`config.mk`:
```
export PLATFORM = sky130hd
export DESIGN_NAME = jtag_tap_sync
export DESIGN_NICKNAME = d
export VERILOG_FILES = /design/src/rtl/jtag_tap_sync.sv
export SDC_FILE = /design/constraint.sdc
export NUM_CORES = 1
export LEC_CHECK = 0
export ABC_AREA = 1
export BUFFER_PORTS_ARGS = -buffer_cell sky130_fd_sc_hd__clkbuf_2
export CORE_UTILIZATION = 25
export DETAILED_ROUTE_END_ITERATION = 16
export PLACE_DENSITY_LB_ADDON = 0.2
export SLEW_MARGIN = 40
export SYNTH_ARGS = -nofsm -noshare
export SYNTH_HDL_FRONTEND = slang
export SYNTH_SLANG_ARGS = --single-unit
```
`constraint.sdc`:
```
create_clock -name clock -period 2.3 [get_ports clock]
set_input_delay 0.23 -clock clock [delete_from_list [all_inputs] [get_ports clock]]
set_output_delay 0.23 -clock clock [all_outputs]
set_load 0.05 [all_outputs]
```
`src/rtl/jtag_tap_sync.sv`:
```
// JtagTapSync: IEEE 1149.1 TAP controller oversampled by the system clock.
// The raw JTAG pins are synchronized into the clock domain and every TCK
// edge is recovered by edge detection, so all state lives on clock.
// Instructions: IDCODE (5'h01), USER (5'h11), everything else BYPASS.
// Optional feature: define JTAG_TAP_TRST_EN to honour jtag_TRSTn as an
// additional reset source; without it jtag_TRSTn is ignored.
module jtag_tap_sync #(
  parameter logic [31:0] IDCODE    = 32'h1000_0A6F,
  parameter int          USER_DR_W = 41   // legal range 8..64
) (
  input  logic                 clock,
  input  logic                 reset,
  input  logic                 jtag_TCK,
  input  logic                 jtag_TMS,
  input  logic                 jtag_TDI,
  input  logic                 jtag_TRSTn,
  output logic                 jtag_TDO_data,
  output logic                 jtag_TDO_driven,
  input  logic [USER_DR_W-1:0] user_capture_data,
  output logic                 user_cap_pulse,
  output logic                 user_upd_valid,
  output logic [USER_DR_W-1:0] user_upd_data
);

  // TAP controller state encoding
  localparam logic [3:0] TLR        = 4'h0;
  localparam logic [3:0] RTI        = 4'h1;
  localparam logic [3:0] SEL_DR     = 4'h2;
  localparam logic [3:0] CAPTURE_DR = 4'h3;
  localparam logic [3:0] SHIFT_DR   = 4'h4;
  localparam logic [3:0] EXIT1_DR   = 4'h5;
  localparam logic [3:0] PAUSE_DR   = 4'h6;
  localparam logic [3:0] EXIT2_DR   = 4'h7;
  localparam logic [3:0] UPDATE_DR  = 4'h8;
  localparam logic [3:0] SEL_IR     = 4'h9;
  localparam logic [3:0] CAPTURE_IR = 4'hA;
  localparam logic [3:0] SHIFT_IR   = 4'hB;
  localparam logic [3:0] EXIT1_IR   = 4'hC;
  localparam logic [3:0] PAUSE_IR   = 4'hD;
  localparam logic [3:0] EXIT2_IR   = 4'hE;
  localparam logic [3:0] UPDATE_IR  = 4'hF;

  // Instruction opcodes
  localparam logic [4:0] IR_IDCODE = 5'h01;
  localparam logic [4:0] IR_USER   = 5'h11;

  // Synchronizer flops
  logic r_tckS1;
  logic r_tckS2;
  logic r_tckS3;
  logic r_tmsS1;
  logic r_tmsS2;
  logic r_tdiS1;
  logic r_tdiS2;

  // TAP state and registers
  logic [3:0]           r_state;
  logic [4:0]           r_ir;
  logic [4:0]           r_irShift;
  logic [31:0]          r_idShift;
  logic [USER_DR_W-1:0] r_userShift;
  logic                 r_bypass;

  // Decoded control
  logic       w_forceRst;
  logic       w_tckRise;
  logic       w_tckFall;
  logic [3:0] w_stateNext;
  logic       w_enterTlr;
  logic       w_enterCapIr;
  logic       w_enterUpdIr;
  logic       w_enterCapDr;
  logic       w_enterUpdDr;
  logic       w_selIdcode;
  logic       w_selUser;
  logic       w_selBypass;
  logic       w_drLsb;

  // Pin synchronizers; TCK gets a third stage so both edges can be seen
  always_ff @(posedge clock) begin
    if (reset) begin
      r_tckS1 <= 1'b0;
      r_tckS2 <= 1'b0;
      r_tckS3 <= 1'b0;
      r_tmsS1 <= 1'b0;
      r_tmsS2 <= 1'b0;
      r_tdiS1 <= 1'b0;
      r_tdiS2 <= 1'b0;
    end else begin
      r_tckS1 <= jtag_TCK;
      r_tckS2 <= r_tckS1;
      r_tckS3 <= r_tckS2;
      r_tmsS1 <= jtag_TMS;
      r_tmsS2 <= r_tmsS1;
      r_tdiS1 <= jtag_TDI;
      r_tdiS2 <= r_tdiS1;
    end
  end

`ifdef JTAG_TAP_TRST_EN
  logic r_trstS1;
  logic r_trstS2;

  // TRSTn synchronizer; a low level acts as a TAP-wide reset each clock
  always_ff @(posedge clock) begin
    if (reset) begin
      r_trstS1 <= 1'b0;
      r_trstS2 <= 1'b0;
    end else begin
      r_trstS1 <= jtag_TRSTn;
      r_trstS2 <= r_trstS1;
    end
  end

  assign w_forceRst = reset | ~r_trstS2;
`else
  logic w_unusedTrst;
  assign w_unusedTrst = jtag_TRSTn;
  assign w_forceRst   = reset;
`endif

  assign w_tckRise = r_tckS2 & ~r_tckS3;
  assign w_tckFall = ~r_tckS2 & r_tckS3;

  // Standard 16-state TAP next-state decode from synchronized TMS
  always_comb begin
    w_stateNext = r_state;
    case (r_state)
      TLR:        w_stateNext = r_tmsS2 ? TLR       : RTI;
      RTI:        w_stateNext = r_tmsS2 ? SEL_DR    : RTI;
      SEL_DR:     w_stateNext = r_tmsS2 ? SEL_IR    : CAPTURE_DR;
      CAPTURE_DR: w_stateNext = r_tmsS2 ? EXIT1_DR  : SHIFT_DR;
      SHIFT_DR:   w_stateNext = r_tmsS2 ? EXIT1_DR  : SHIFT_DR;
      EXIT1_DR:   w_stateNext = r_tmsS2 ? UPDATE_DR : PAUSE_DR;
      PAUSE_DR:   w_stateNext = r_tmsS2 ? EXIT2_DR  : PAUSE_DR;
      EXIT2_DR:   w_stateNext = r_tmsS2 ? UPDATE_DR : SHIFT_DR;
      UPDATE_DR:  w_stateNext = r_tmsS2 ? SEL_DR    : RTI;
      SEL_IR:     w_stateNext = r_tmsS2 ? TLR       : CAPTURE_IR;
      CAPTURE_IR: w_stateNext = r_tmsS2 ? EXIT1_IR  : SHIFT_IR;
      SHIFT_IR:   w_stateNext = r_tmsS2 ? EXIT1_IR  : SHIFT_IR;
      EXIT1_IR:   w_stateNext = r_tmsS2 ? UPDATE_IR : PAUSE_IR;
      PAUSE_IR:   w_stateNext = r_tmsS2 ? EXIT2_IR  : PAUSE_IR;
      EXIT2_IR:   w_stateNext = r_tmsS2 ? UPDATE_IR : SHIFT_IR;
      UPDATE_IR:  w_stateNext = r_tmsS2 ? SEL_DR    : RTI;
      default:    w_stateNext = TLR;
    endcase
  end

  // Capture and update actions fire on the TCK rise that enters the state,
  // so the user pulses line up with the register load they announce
  assign w_enterTlr   = w_tckRise & (w_stateNext == TLR);
  assign w_enterCapIr = w_tckRise & (w_stateNext == CAPTURE_IR);
  assign w_enterUpdIr = w_tckRise & (w_stateNext == UPDATE_IR);
  assign w_enterCapDr = w_tckRise & (w_stateNext == CAPTURE_DR);
  assign w_enterUpdDr = w_tckRise & (w_stateNext == UPDATE_DR);

  assign w_selIdcode = (r_ir == IR_IDCODE);
  assign w_selUser   = (r_ir == IR_USER);
  assign w_selBypass = ~w_selIdcode & ~w_selUser;

  assign w_drLsb = w_selIdcode ? r_idShift[0] :
                   w_selUser   ? r_userShift[0] : r_bypass;

  // TAP state register, advanced once per detected TCK rise
  always_ff @(posedge clock) begin
    if (w_forceRst) begin
      r_state <= TLR;
    end else if (w_tckRise) begin
      r_state <= w_stateNext;
    end
  end

  // Instruction register: IDCODE whenever in or entering Test-Logic-Reset
  always_ff @(posedge clock) begin
    if (w_forceRst) begin
      r_ir <= IR_IDCODE;
    end else if ((r_state == TLR) || w_enterTlr) begin
      r_ir <= IR_IDCODE;
    end else if (w_enterUpdIr) begin
      r_ir <= r_irShift;
    end
  end

  // IR shift register: capture fixed pattern, shift right with TDI at MSB
  always_ff @(posedge clock) begin
    if (w_forceRst) begin
      r_irShift <= 5'b0;
    end else if (w_enterCapIr) begin
      r_irShift <= 5'b00001;
    end else if (w_tckRise && (r_state == SHIFT_IR)) begin
      r_irShift <= {r_tdiS2, r_irShift[4:1]};
    end
  end

  // IDCODE data register
  always_ff @(posedge clock) begin
    if (w_forceRst) begin
      r_idShift <= 32'b0;
    end else if (w_enterCapDr && w_selIdcode) begin
      r_idShift <= IDCODE;
    end else if (w_tckRise && (r_state == SHIFT_DR) && w_selIdcode) begin
      r_idShift <= {r_tdiS2, r_idShift[31:1]};
    end
  end

  // USER data register, loaded from the fabric-side capture bus
  always_ff @(posedge clock) begin
    if (w_forceRst) begin
      r_userShift <= '0;
    end else if (w_enterCapDr && w_selUser) begin
      r_userShift <= user_capture_data;
    end else if (w_tckRise && (r_state == SHIFT_DR) && w_selUser) begin
      r_userShift <= {r_tdiS2, r_userShift[USER_DR_W-1:1]};
    end
  end

  // Single-bit BYPASS register, captures zero
  always_ff @(posedge clock) begin
    if (w_forceRst) begin
      r_bypass <= 1'b0;
    end else if (w_enterCapDr && w_selBypass) begin
      r_bypass <= 1'b0;
    end else if (w_tckRise && (r_state == SHIFT_DR) && w_selBypass) begin
      r_bypass <= r_tdiS2;
    end
  end

  // TDO is retimed on the TCK fall and only driven in the two shift states
  always_ff @(posedge clock) begin
    if (w_forceRst) begin
      jtag_TDO_data   <= 1'b0;
      jtag_TDO_driven <= 1'b0;
    end else if (w_tckFall) begin
      case (r_state)
        SHIFT_IR: begin
          jtag_TDO_data   <= r_irShift[0];
          jtag_TDO_driven <= 1'b1;
        end
        SHIFT_DR: begin
          jtag_TDO_data   <= w_drLsb;
          jtag_TDO_driven <= 1'b1;
        end
        default: begin
          jtag_TDO_data   <= 1'b0;
          jtag_TDO_driven <= 1'b0;
        end
      endcase
    end
  end

  // One-clock capture/update strobes for the USER register plus held data
  always_ff @(posedge clock) begin
    if (w_forceRst) begin
      user_cap_pulse <= 1'b0;
      user_upd_valid <= 1'b0;
      user_upd_data  <= '0;
    end else begin
      user_cap_pulse <= w_enterCapDr & w_selUser;
      user_upd_valid <= w_enterUpdDr & w_selUser;
      if (w_enterUpdDr && w_selUser) begin
        user_upd_data <= r_userShift;
      end
    end
  end

endmodule

```
==> results.ini <==
[setup_path]
rr_worst_depth=14
crit_chain=nand2_1 -> inv_2 -> nand2_1 -> nand2_1 -> nor2_1 -> nand2_1 -> nand2_1 -> nand2_1 -> nor2_1 -> nand2_2 -> buf_4 -> nand2_1 -> nand2_1 -> nor2_1
cp_max_fo=32
worst-setup-path-type=flop to flop
start_kind=flop
max_stage_delay_ps=500
crit_family=simple AND/OR/NAND/NOR gates
crit_top_cell=nand2_1
critPathSlowestCell=dfxtp_1
path_buf_inv=2
required_ps=2620
arrival_ps=2300
path_depth=14
crit_path_end_kind=flop

[min_path]
hold_path_class=input port to flop
hold_path_depth=3

[power_and_ir_drop]
p_total_mw=5.055
irDropWorstVdd_mv=0.4989
p_per_area_nw_per_um2=690.4
leakage_nw=3.534

[cts]
clk_latency_ps=420
numCtsBuffers=17
clk_pin_slew_worst_paths_ps=60
cts.sinks=140
cts_tree=built
ctsResizeCount=0
cts_root_buf=clkbuf_16
cts_max_level=4
clock_path_buffers=2

[drt]
firstDrtPassIters=4
antenna_left=0
vias=5421
vias_per_cell=4.183
drc=0
drt_iter0_markers=250
wire_per_inst_microns=11.89
routed_wl_mm=15.41

[timing]
layout_min_cycle_time_ps=1981
worst_pin_slew_ps=698.1
drv_slew=0
hold_viol_final=0
setup_ws_ps=319.3
min_period_over_period_pct=86.12
relSlewSlack_pct=53.46
setup_viol=0
setup_tns_ps=0
rsz0062_at_grt=false
fin_skew_ps=7.100
fmax_ghz=0.5049

[floorplan]
top_level_ports=92
die_area_sq_um=24560
initial_utilization_pct=25.50
row_count=56
die_w_microns=156.7
core_area_sq_um=23470
die_h_microns=156.7

[final_layout]
nFillCells=2589
fin_nets=1011
final_common_cell=nand2_1
diodes=0
final_cell_mix=nand2_1, dfxtp_1, nor2_1, clkbuf_2, a21oi_1
final_area_sq_um=7322
drive_above_1_share_pct=15.35
final_util_pct=31.19
synthToLayoutAreaGrowth_pct=22.35

[grt]
grt_usage_pct=13.36
grt_max_degree=80
grt_pass1_wl_mm=25.85
grt_pass1_vias=5130
gr-total-overflow=0
antenna_found_initial=0

[place]
dp_hpwl_mm=9.690
port_buffers=90
gp_congestion=0.7315
pre_cts_ws_ps=304.9
detailed_place.area_sq_um=6777

[synthesis]
synth.avg_cell_area_sq_um=6.717
syn_nets=938
ys_warn_count=0
syn-cell-area_sq_um=5984
synth.distinct_cells=23
ys_ff_latch=140
syn_inst=891
ys_seq_area_share_pct=46.83

[outcome]
status=finished, final reports clean

[run]
drv_cap=0

-- area by class of cell --
class	count	area (sq um)	share of cell area (%)
sequential	140	2803	38.28
clock inverter	7	40.04	0.5468
clock buffer	25	485.5	6.630
tap	319	399.1	5.451
inverter	80	300.3	4.101
timing repair buffer	106	650.6	8.886
multi-input combinational	619	2644	36.11
-- synth_stat cells --
library cell  count  area, sq um
nand2_1         301         1130
dfxtp_1         140         2803
nor2_1          116        435.4
a21oi_1          76        380.4
inv_1            72        270.3
nand3_1          62        310.3
o21ai_0          34        170.2
clkbuf_1         20        75.07
buf_2            18        90.09
o21ai_1          11        55.05
inv_2             8        30.03
buf_1             7        26.28
buf_6             4        45.04
o211ai_1          4        30.03
a31oi_1           3        18.77
buf_4             3        22.52
nand4_1           3        18.77
nor2_2            3        18.77
nor2_4            2        22.52
a221oi_1          1        8.760
a31o_2            1        8.760
nand2_2           1        6.260
o2111ai_1         1        8.760
-- tightest hold or removal path: cells and delay by family --
family        cells  cell delay [ps]
buf+inv           2              160
simple gates      1               30
-- where the power goes --
part / leakage [nW] / internal, mW / switching (mW)
Sequential: 1.13 / 2.43 / 0.00872
Clock: 0.257 / 1.45 / 1.01
Combinational: 2.15 / 0.0526 / 0.0991
-- per-stage QoR --
stage | hold WS [ps] | instances
floorplan | 337.0 | 891
global placement | 391.7 | 1262
detailed placement | 392.0 | 1262
CTS | 52.94 | 1296
global route | 83.49 | 1296
finish | 58.06 | 1296
-- final timing paths --
kind	slack (ps)	to	start
setup / recovery	320	user_upd_data[26]	r_state[3]
hold / removal	60	r_tdiS1	jtag_TDI
setup reg to reg	320	user_upd_data[26]	r_state[3]
hold reg to reg	400	r_tmsS2	r_tmsS1
-- per-layer routing --
| layer | vias to the layer above | routed length [microns] | share of wire, % | global-route usage (%) |
|---|---|---|---|---|
| met2 | 87 | 6865 | 45 | 21.71 |
| met1 | 2389 | 7582 | 49 | 16.67 |
| met5 | - | 0 | 0 | 0 |
| met3 | 15 | 792 | 5.1 | 4.237 |
| met4 | 0 | 172 | 1.1 | 4.202 |
| li1 | 2930 | - | - | - |
-- cells by family after synthesis --
| kind of cell | count (synthesis) | synth area share [%] |
|---|---|---|
| AO/OA/AOI/OAI | 131 | 11.37 |
| buffers and inverters | 132 | 9.346 |
| flip-flops | 140 | 46.83 |
| AND/OR/NAND/NOR | 488 | 32.45 |
-- registers in the layout, summed over array words and instances (netlist names), 4 cells and up --
name,cells
r_userShift,41
r_state,4
r_ir,5
r_idShift,32
user_upd_data,41
r_irShift,5
-- what timing repair did --
item / CTS / global route
setup buffers: 0 / 0
hold buffers: 2 / 0
hold endpoints to repair: 2 / 0
Power figures use the tool's default switching activity.
